<file path="src/rtl/otter_pkg.sv">
// Shared types for the OTTER fetch-redirect logic: FSM state, next-PC source
// selector and the default reset PC.
package otter_pkg;

  localparam logic [31:0] RESET_PC_DEFAULT = 32'h0000_0000;

  typedef enum logic {
    RUN   = 1'b0,
    FLUSH = 1'b1
  } state_t;

  typedef enum logic [2:0] {
    PC4    = 3'd0,
    HOLD   = 3'd1,
    JAL    = 3'd2,
    JALR   = 3'd3,
    BRANCH = 3'd4,
    TRAP   = 3'd5,
    MRET   = 3'd6
  } pc_src_t;

endpackage

</file>
<file path="src/rtl/redirect_prio.sv">
// Combinational next-PC source selector: trap > mret > EX redirect > stall > pc+4.
// Macro OTTER_MISALIGN_TRAP_EN turns misaligned EX targets into an exception.
module redirect_prio
  import otter_pkg::*;
(
  input  state_t      state,
  input  logic        stall,
  input  logic        ex_valid,
  input  logic        ex_jal,
  input  logic        ex_jalr,
  input  logic        ex_branch,
  input  logic        br_taken,
  input  logic        trap_req,
  input  logic        mret_req,
  input  logic [31:0] jal_tgt,
  input  logic [31:0] jalr_tgt,
  input  logic [31:0] branch_tgt,
  output pc_src_t     src,
  output logic        redirect,
  output logic        misalign,
  output logic [31:0] ex_tgt
);

  logic    ex_take;
  pc_src_t ex_src;

  // EX redirects are dropped in FLUSH: the instruction in EX is already dead.
  assign ex_take = ex_valid & (ex_jal | ex_jalr | (ex_branch & br_taken))
                 & (state == RUN);

  always_comb begin
    ex_tgt = branch_tgt;
    ex_src = BRANCH;
    if (ex_jal) begin
      ex_tgt = jal_tgt;
      ex_src = JAL;
    end else if (ex_jalr) begin
      ex_tgt = {jalr_tgt[31:1], 1'b0};
      ex_src = JALR;
    end
  end

  always_comb begin
    src      = PC4;
    redirect = 1'b0;
    misalign = 1'b0;
    if (trap_req) begin
      src      = TRAP;
      redirect = 1'b1;
    end else if (mret_req) begin
      src      = MRET;
      redirect = 1'b1;
    end else if (ex_take) begin
`ifdef OTTER_MISALIGN_TRAP_EN
      if (ex_tgt[1:0] != 2'b00) begin
        src      = HOLD;
        misalign = 1'b1;
      end else begin
        src      = ex_src;
        redirect = 1'b1;
      end
`else
      src      = ex_src;
      redirect = 1'b1;
`endif
    end else if (stall) begin
      src = HOLD;
    end
  end

endmodule

</file>
<file path="src/rtl/pc_redirect_ctrl.sv">
// PC register, RUN/FLUSH bubble FSM and redirect counter for the OTTER fetch stage.
// Optional macro OTTER_MISALIGN_TRAP_EN: misaligned EX targets raise misalign_exc.
module pc_redirect_ctrl
  import otter_pkg::*;
#(
  parameter logic [31:0] RESET_PC  = RESET_PC_DEFAULT,
  // Counter value loaded on reset; only nonzero to exercise the wrap path.
  parameter logic [31:0] CNT_RESET = 32'h0000_0000
) (
  input  logic        CLK,
  input  logic        RST,
  input  logic        stall,
  input  logic        ex_valid,
  input  logic        ex_jal,
  input  logic        ex_jalr,
  input  logic        ex_branch,
  input  logic        br_taken,
  input  logic [31:0] jal_tgt,
  input  logic [31:0] jalr_tgt,
  input  logic [31:0] branch_tgt,
  input  logic        trap_req,
  input  logic [31:0] trap_vec,
  input  logic        mret_req,
  input  logic [31:0] mepc,
  output logic [31:0] pc,
  output logic [31:0] pc_plus4,
  output logic        flush,
  output logic        redirect,
  output logic        misalign_exc,
  output logic [31:0] misalign_addr,
  output logic [31:0] redirect_cnt,
  output state_t      state
);

  pc_src_t     src;
  logic        misalign;
  logic [31:0] ex_tgt;
  logic [31:0] pc_next;

  redirect_prio u_prio (
    .state      (state),
    .stall      (stall),
    .ex_valid   (ex_valid),
    .ex_jal     (ex_jal),
    .ex_jalr    (ex_jalr),
    .ex_branch  (ex_branch),
    .br_taken   (br_taken),
    .trap_req   (trap_req),
    .mret_req   (mret_req),
    .jal_tgt    (jal_tgt),
    .jalr_tgt   (jalr_tgt),
    .branch_tgt (branch_tgt),
    .src        (src),
    .redirect   (redirect),
    .misalign   (misalign),
    .ex_tgt     (ex_tgt)
  );

  assign pc_plus4 = pc + 32'd4;

  // Second bubble cycle covers the synchronous instruction-memory read latency.
  assign flush = redirect | misalign | (state == FLUSH);

`ifdef OTTER_MISALIGN_TRAP_EN
  assign misalign_exc  = misalign;
  assign misalign_addr = misalign ? ex_tgt : 32'h0;
`else
  assign misalign_exc  = 1'b0;
  assign misalign_addr = 32'h0;
`endif

  always_comb begin
    pc_next = pc_plus4;
    case (src)
      TRAP:               pc_next = trap_vec;
      MRET:               pc_next = mepc;
      JAL, JALR, BRANCH:  pc_next = ex_tgt & ~32'h3;
      HOLD:               pc_next = pc;
      default:            pc_next = pc_plus4;
    endcase
  end

  always_ff @(posedge CLK) begin
    if (RST) begin
      pc           <= RESET_PC;
      state        <= RUN;
      redirect_cnt <= CNT_RESET;
    end else begin
      pc           <= pc_next;
      state        <= redirect ? FLUSH : RUN;
      redirect_cnt <= redirect_cnt + {31'b0, redirect};
    end
  end

endmodule

</file>
<file path="config.mk">
export PLATFORM = sky130hd
export DESIGN_NAME = pc_redirect_ctrl
export DESIGN_NICKNAME = d
export VERILOG_FILES = /design/src/rtl/otter_pkg.sv /design/src/rtl/redirect_prio.sv /design/src/rtl/pc_redirect_ctrl.sv
export SDC_FILE = /design/constraint.sdc
export NUM_CORES = 1
export LEC_CHECK = 0
export ABC_AREA = 1
export BUFFER_PORTS_ARGS = -buffer_cell sky130_fd_sc_hd__buf_2
export CAP_MARGIN = 20
export CORE_MARGIN = 2
export CORE_UTILIZATION = 40
export CTS_CLUSTER_SIZE = 14
export DETAILED_ROUTE_END_ITERATION = 16
export PLACE_DENSITY = 0.73
export SLEW_MARGIN = 20
export SYNTH_ARGS = -nofsm -noshare
export SYNTH_HDL_FRONTEND = slang
export SYNTH_SLANG_ARGS = --single-unit
</file>
<file path="constraint.sdc">
create_clock -name CLK -period 4.3 [get_ports CLK]
set_clock_uncertainty 0.2 [all_clocks]
set_input_delay 0.215 -clock CLK [delete_from_list [all_inputs] [get_ports CLK]]
set_output_delay 0.215 -clock CLK [all_outputs]
set_load 0.02 [all_outputs]
</file>
==> impl.org <==
** Final layout
- After the last flow step, the layout net total stands at ~1300.
- Post-route cell area :: ~7000 um^2
- Layout overhead on the synthesized area :: 32.4%
- In the final layout, the share of cells above drive strength 1 is 26.7%.
- Fill count :: 1409

** Routing
- Using the TritonRoute via totals, the vias-per-cell ratio works out to 4.93.
- Wire length reported by the detailed router :: 19000 um
- The pre-antenna-repair detailed-routing pass consisted of 5 iterations.
- Routed via count :: approximately 6500
- DRC marker count from the first detailed-route iteration :: approximately 480
- The detail route stage leaves a number of antenna-violating nets equal to 0.
- Dividing the detail-routed wire length by the instance count gives 14.3 um.
- In the routed design, unresolved DRC markers number 0.

** Clock tree
- The cell sitting at the root of the clock tree is a clkbuf_16.
- Clock-pin slew was measured on the worst setup and hold paths at around 0.060 ns.
- TritonCTS built the clock tree.
- Cts repair resizes :: 0
- Maximum clock path buffer count :: 2
- Sinks on the clock net :: 65
- Number of H-tree levels :: 3
- For the worst-skew pair, the clock arrives at the later sink with an insertion delay of roughly 0.34 ns.
- Buffers inserted during clock tree synthesis total 9.
- Buffers added to address setup during post-CTS repair amount to 0.
- In this run, post-CTS hold repair placed 13 buffers.

** GRT
- The number of antenna violations at the first check in global routing was 1.
- Wire length of the first global-routing pass :: 29400 um
- The via count of the first global-routing pass is ~5900.
- The total overflow left after global routing is 0.
- Largest net degree at the start of global routing :: 48
- Gr usage total :: a little over a quarter

** Worst setup path
- Element type at the critical path start :: flop
- Of all nets on the critical path, the largest fanout is 6.
- Kind of capture point of the worst setup path :: flop
- The critical path in this run is classified as reg -> reg.
- Crit-path max cell delay :: 0.33 ns
- Cell breakdown of the critical path :: nor2_1, nand3_1, nand2_1, nor2_4, inv_1, ha_1, ha_1, nand3_2, nor2_2, nand2_1, nor2_2, nand3_2, nor3_4, nand3_1, o21ai_1, a21oi_1
- For the worst setup path, the data arrival time is between 3 and 4 ns.
- Worst endpoint required time :: between 4 and 5 ns
- Among all stages on the critical path, the largest delay is contributed by dfxtp_1.

** Placement
- Placed wire-length estimate :: approximately 15000 um
- At the end of routability-driven placement, the weighted congestion stood at 0.908.
- Pre-CTS setup slack :: between 0.7 and 0.8 ns
- In this run the tool buffered the top-level ports with 262 buffer cells.
- Placement Cell Area :: ~6500 um^2

** Floorplanning
- Ports placed on the boundary :: 302
- Die Y-Extent :: approximately 120 um
- Row Count :: 41
- Measured along the x axis, the die boundary spans between 100 and 150 um.
- Die Footprint :: 14100 um^2
- Once the floorplan was initialized, standard cells occupied between 40% and 50% of the core.
- The floorplan step defined a core boundary enclosing ~13000 um^2.

** Yosys
- Sequential-to-total area share from yosys stat :: between 20 and 25%
- Library cells used by synthesis :: 40
- A synthesized cell averages between 5 and 6 um^2.
- Flip-flop and latch count after synthesis :: 65
- Cells after Synth :: between 800 and 900
- The synthesized netlist occupies a cell area of between 5000 and 6000 um^2.
- The Yosys step of the flow raised 0 warnings.

** Power and ir drop
- Peak supply drop :: between 0.2 and 0.25 mV
- Pwr/cell area :: approximately 280 nW/um^2
- Leakage component of the power :: ~3.7 nW

** Timing
- Worst-case setup margin in the final layout :: around 1.1 ns
- The tightest hold path in the finished design has a slack of 0.00382 ns.
- Number of hold violations in the final report :: 0
- Post-route minimum period :: around 3.2 ns
- Measured against its own limit, the worst slew margin works out to a little under half.
- For the pin with the worst max-slew slack, the measured transition is between 0.8 and 0.9 ns.
- Setup TNS :: 0 ns
- The final critical path takes up about three quarters of the cycle.
- Setup repair after global routing left no endpoint under its margin.
- Setup violations remaining at the end of the flow were counted as 0.
- Highest clock rate :: about 310 MHz
- The final number of max-transition violations is 0.

** Hold path
- The path class of the tightest hold or removal check is in -> reg.

** Outcome
- Outcome :: finished clean

** Job
- Max-cap violations in this run came to 0.
[critical path: cells and delay by family (launching register included)]
family / cells / cell delay, ns
simple gates: 11 / 1.67
compound gates: 2 / 0.19
fa+ha+maj: 2 / 0.42
buf+inv: 1 / 0.24
flops: 1 / 0.33
[power by group]
part           internal, mW  total (mW)  switching [mW]  leakage [nW]
logic                 0.185       0.519           0.333          2.98
registers             0.635       0.678          0.0433         0.532
clock network         0.483       0.775           0.292         0.148
total                  1.30        1.97           0.669          3.66
[final cells by class]
cell class / count / area [um^2] / share of cell area (%)
diodes: 1 / 2.50 / 0.0359
clock buffers: 11 / 253 / 3.62
clock inverters: 5 / 62.6 / 0.897
inverters: 111 / 422 / 6.04
multi-input cells: 685 / 3250 / 46.6
flip-flops and latches: 65 / 1300 / 18.7
well taps: 172 / 215 / 3.08
repair buffers: 279 / 1470 / 21.1
[Yosys cell counts (all sizes together)]
library cell / number / share of area [%]
nand2: 267 / 19
inv: 111 / 8.0
nor2: 107 / 8.3
nand3: 82 / 8.2
dfxtp: 65 / 25
buf: 53 / 6.9
o21ai: 51 / 4.8
a21oi: 38 / 3.7
nand4: 23 / 2.7
nor3: 21 / 2.5
xor2: 21 / 3.5
clkbuf: 15 / 1.1
a22oi: 14 / 2.0
nor3b: 4 / 0.57
nor4: 4 / 0.47
xnor2: 4 / 0.66
a31oi: 3 / 0.36
ha: 3 / 0.71
o21a: 3 / 0.43
or2: 3 / 0.36
a211oi: 2 / 0.28
and3: 1 / 0.12
conb: 1 / 0.071
o2111ai: 1 / 0.17
[registers in the layout, summed over array words and instances (netlist names)]
name          flops
redirect_cnt     32
state             1
pc               32
[stage by stage]
step	utilization, %	cells	total power [mW]
2_1_floorplan	-	929	1.01
3_3_place_gp	51.3	1299	1.19
3_5_place_dp	51.3	1299	1.19
4_1_cts	54.8	1328	1.98
5_1_grt	54.8	1329	2.07
6_report	54.8	1329	1.97
[final timing paths]
kind	start	end	cells past startpoint	slack (ns)
hold / removal	mepc[26]	pc[26]	5	0.004
hold reg to reg	redirect_cnt[29]	redirect_cnt[29]	2	0.30
setup reg to reg	state	redirect_cnt[22]	16	1.12
setup / recovery	state	redirect_cnt[22]	16	1.12
[cells in the final DEF (no fill, tap or decap), types with 3 or more instances in the layout]
cell	instances
inv_1	106
nand2_1	263
nor3b_1	4
o21a_1	3
o21ai_1	15
o21ai_0	36
xnor2_1	4
buf_2	262
nor2_1	99
nand3_2	4
nor3_1	18
buf_4	4
nor4_1	4
inv_2	3
a31oi_1	3
nand4_1	23
nand3_1	78
nor2_2	6
dfxtp_1	65
ha_1	3
a22oi_1	14
conb_1	33
clkbuf_16	9
dlygate4sd3_1	13
xor2_1	21
a21oi_1	37
[per-layer routing]
layer  share of wire (%)  wire [um]  track usage, %
met4                 4.5        849            13.0
met2                  50       9400            45.8
met1                  40       7650            30.6
met5                   0          0               0
met3                 5.7       1090            4.39
[cell families after synthesis]
family                   after synthesis  synth area share [%]
other                                  1                0.0712
XOR/XNOR                              25                  4.15
flip-flops                            65                  24.7
adder cells (fa/ha/maj)                3                 0.712
AND/OR/NAND/NOR                      512                  42.6
AO/OA/AOI/OAI                        112                  11.8
buffers and inverters                179                  16.0
Power figures use the tool's default switching activity.
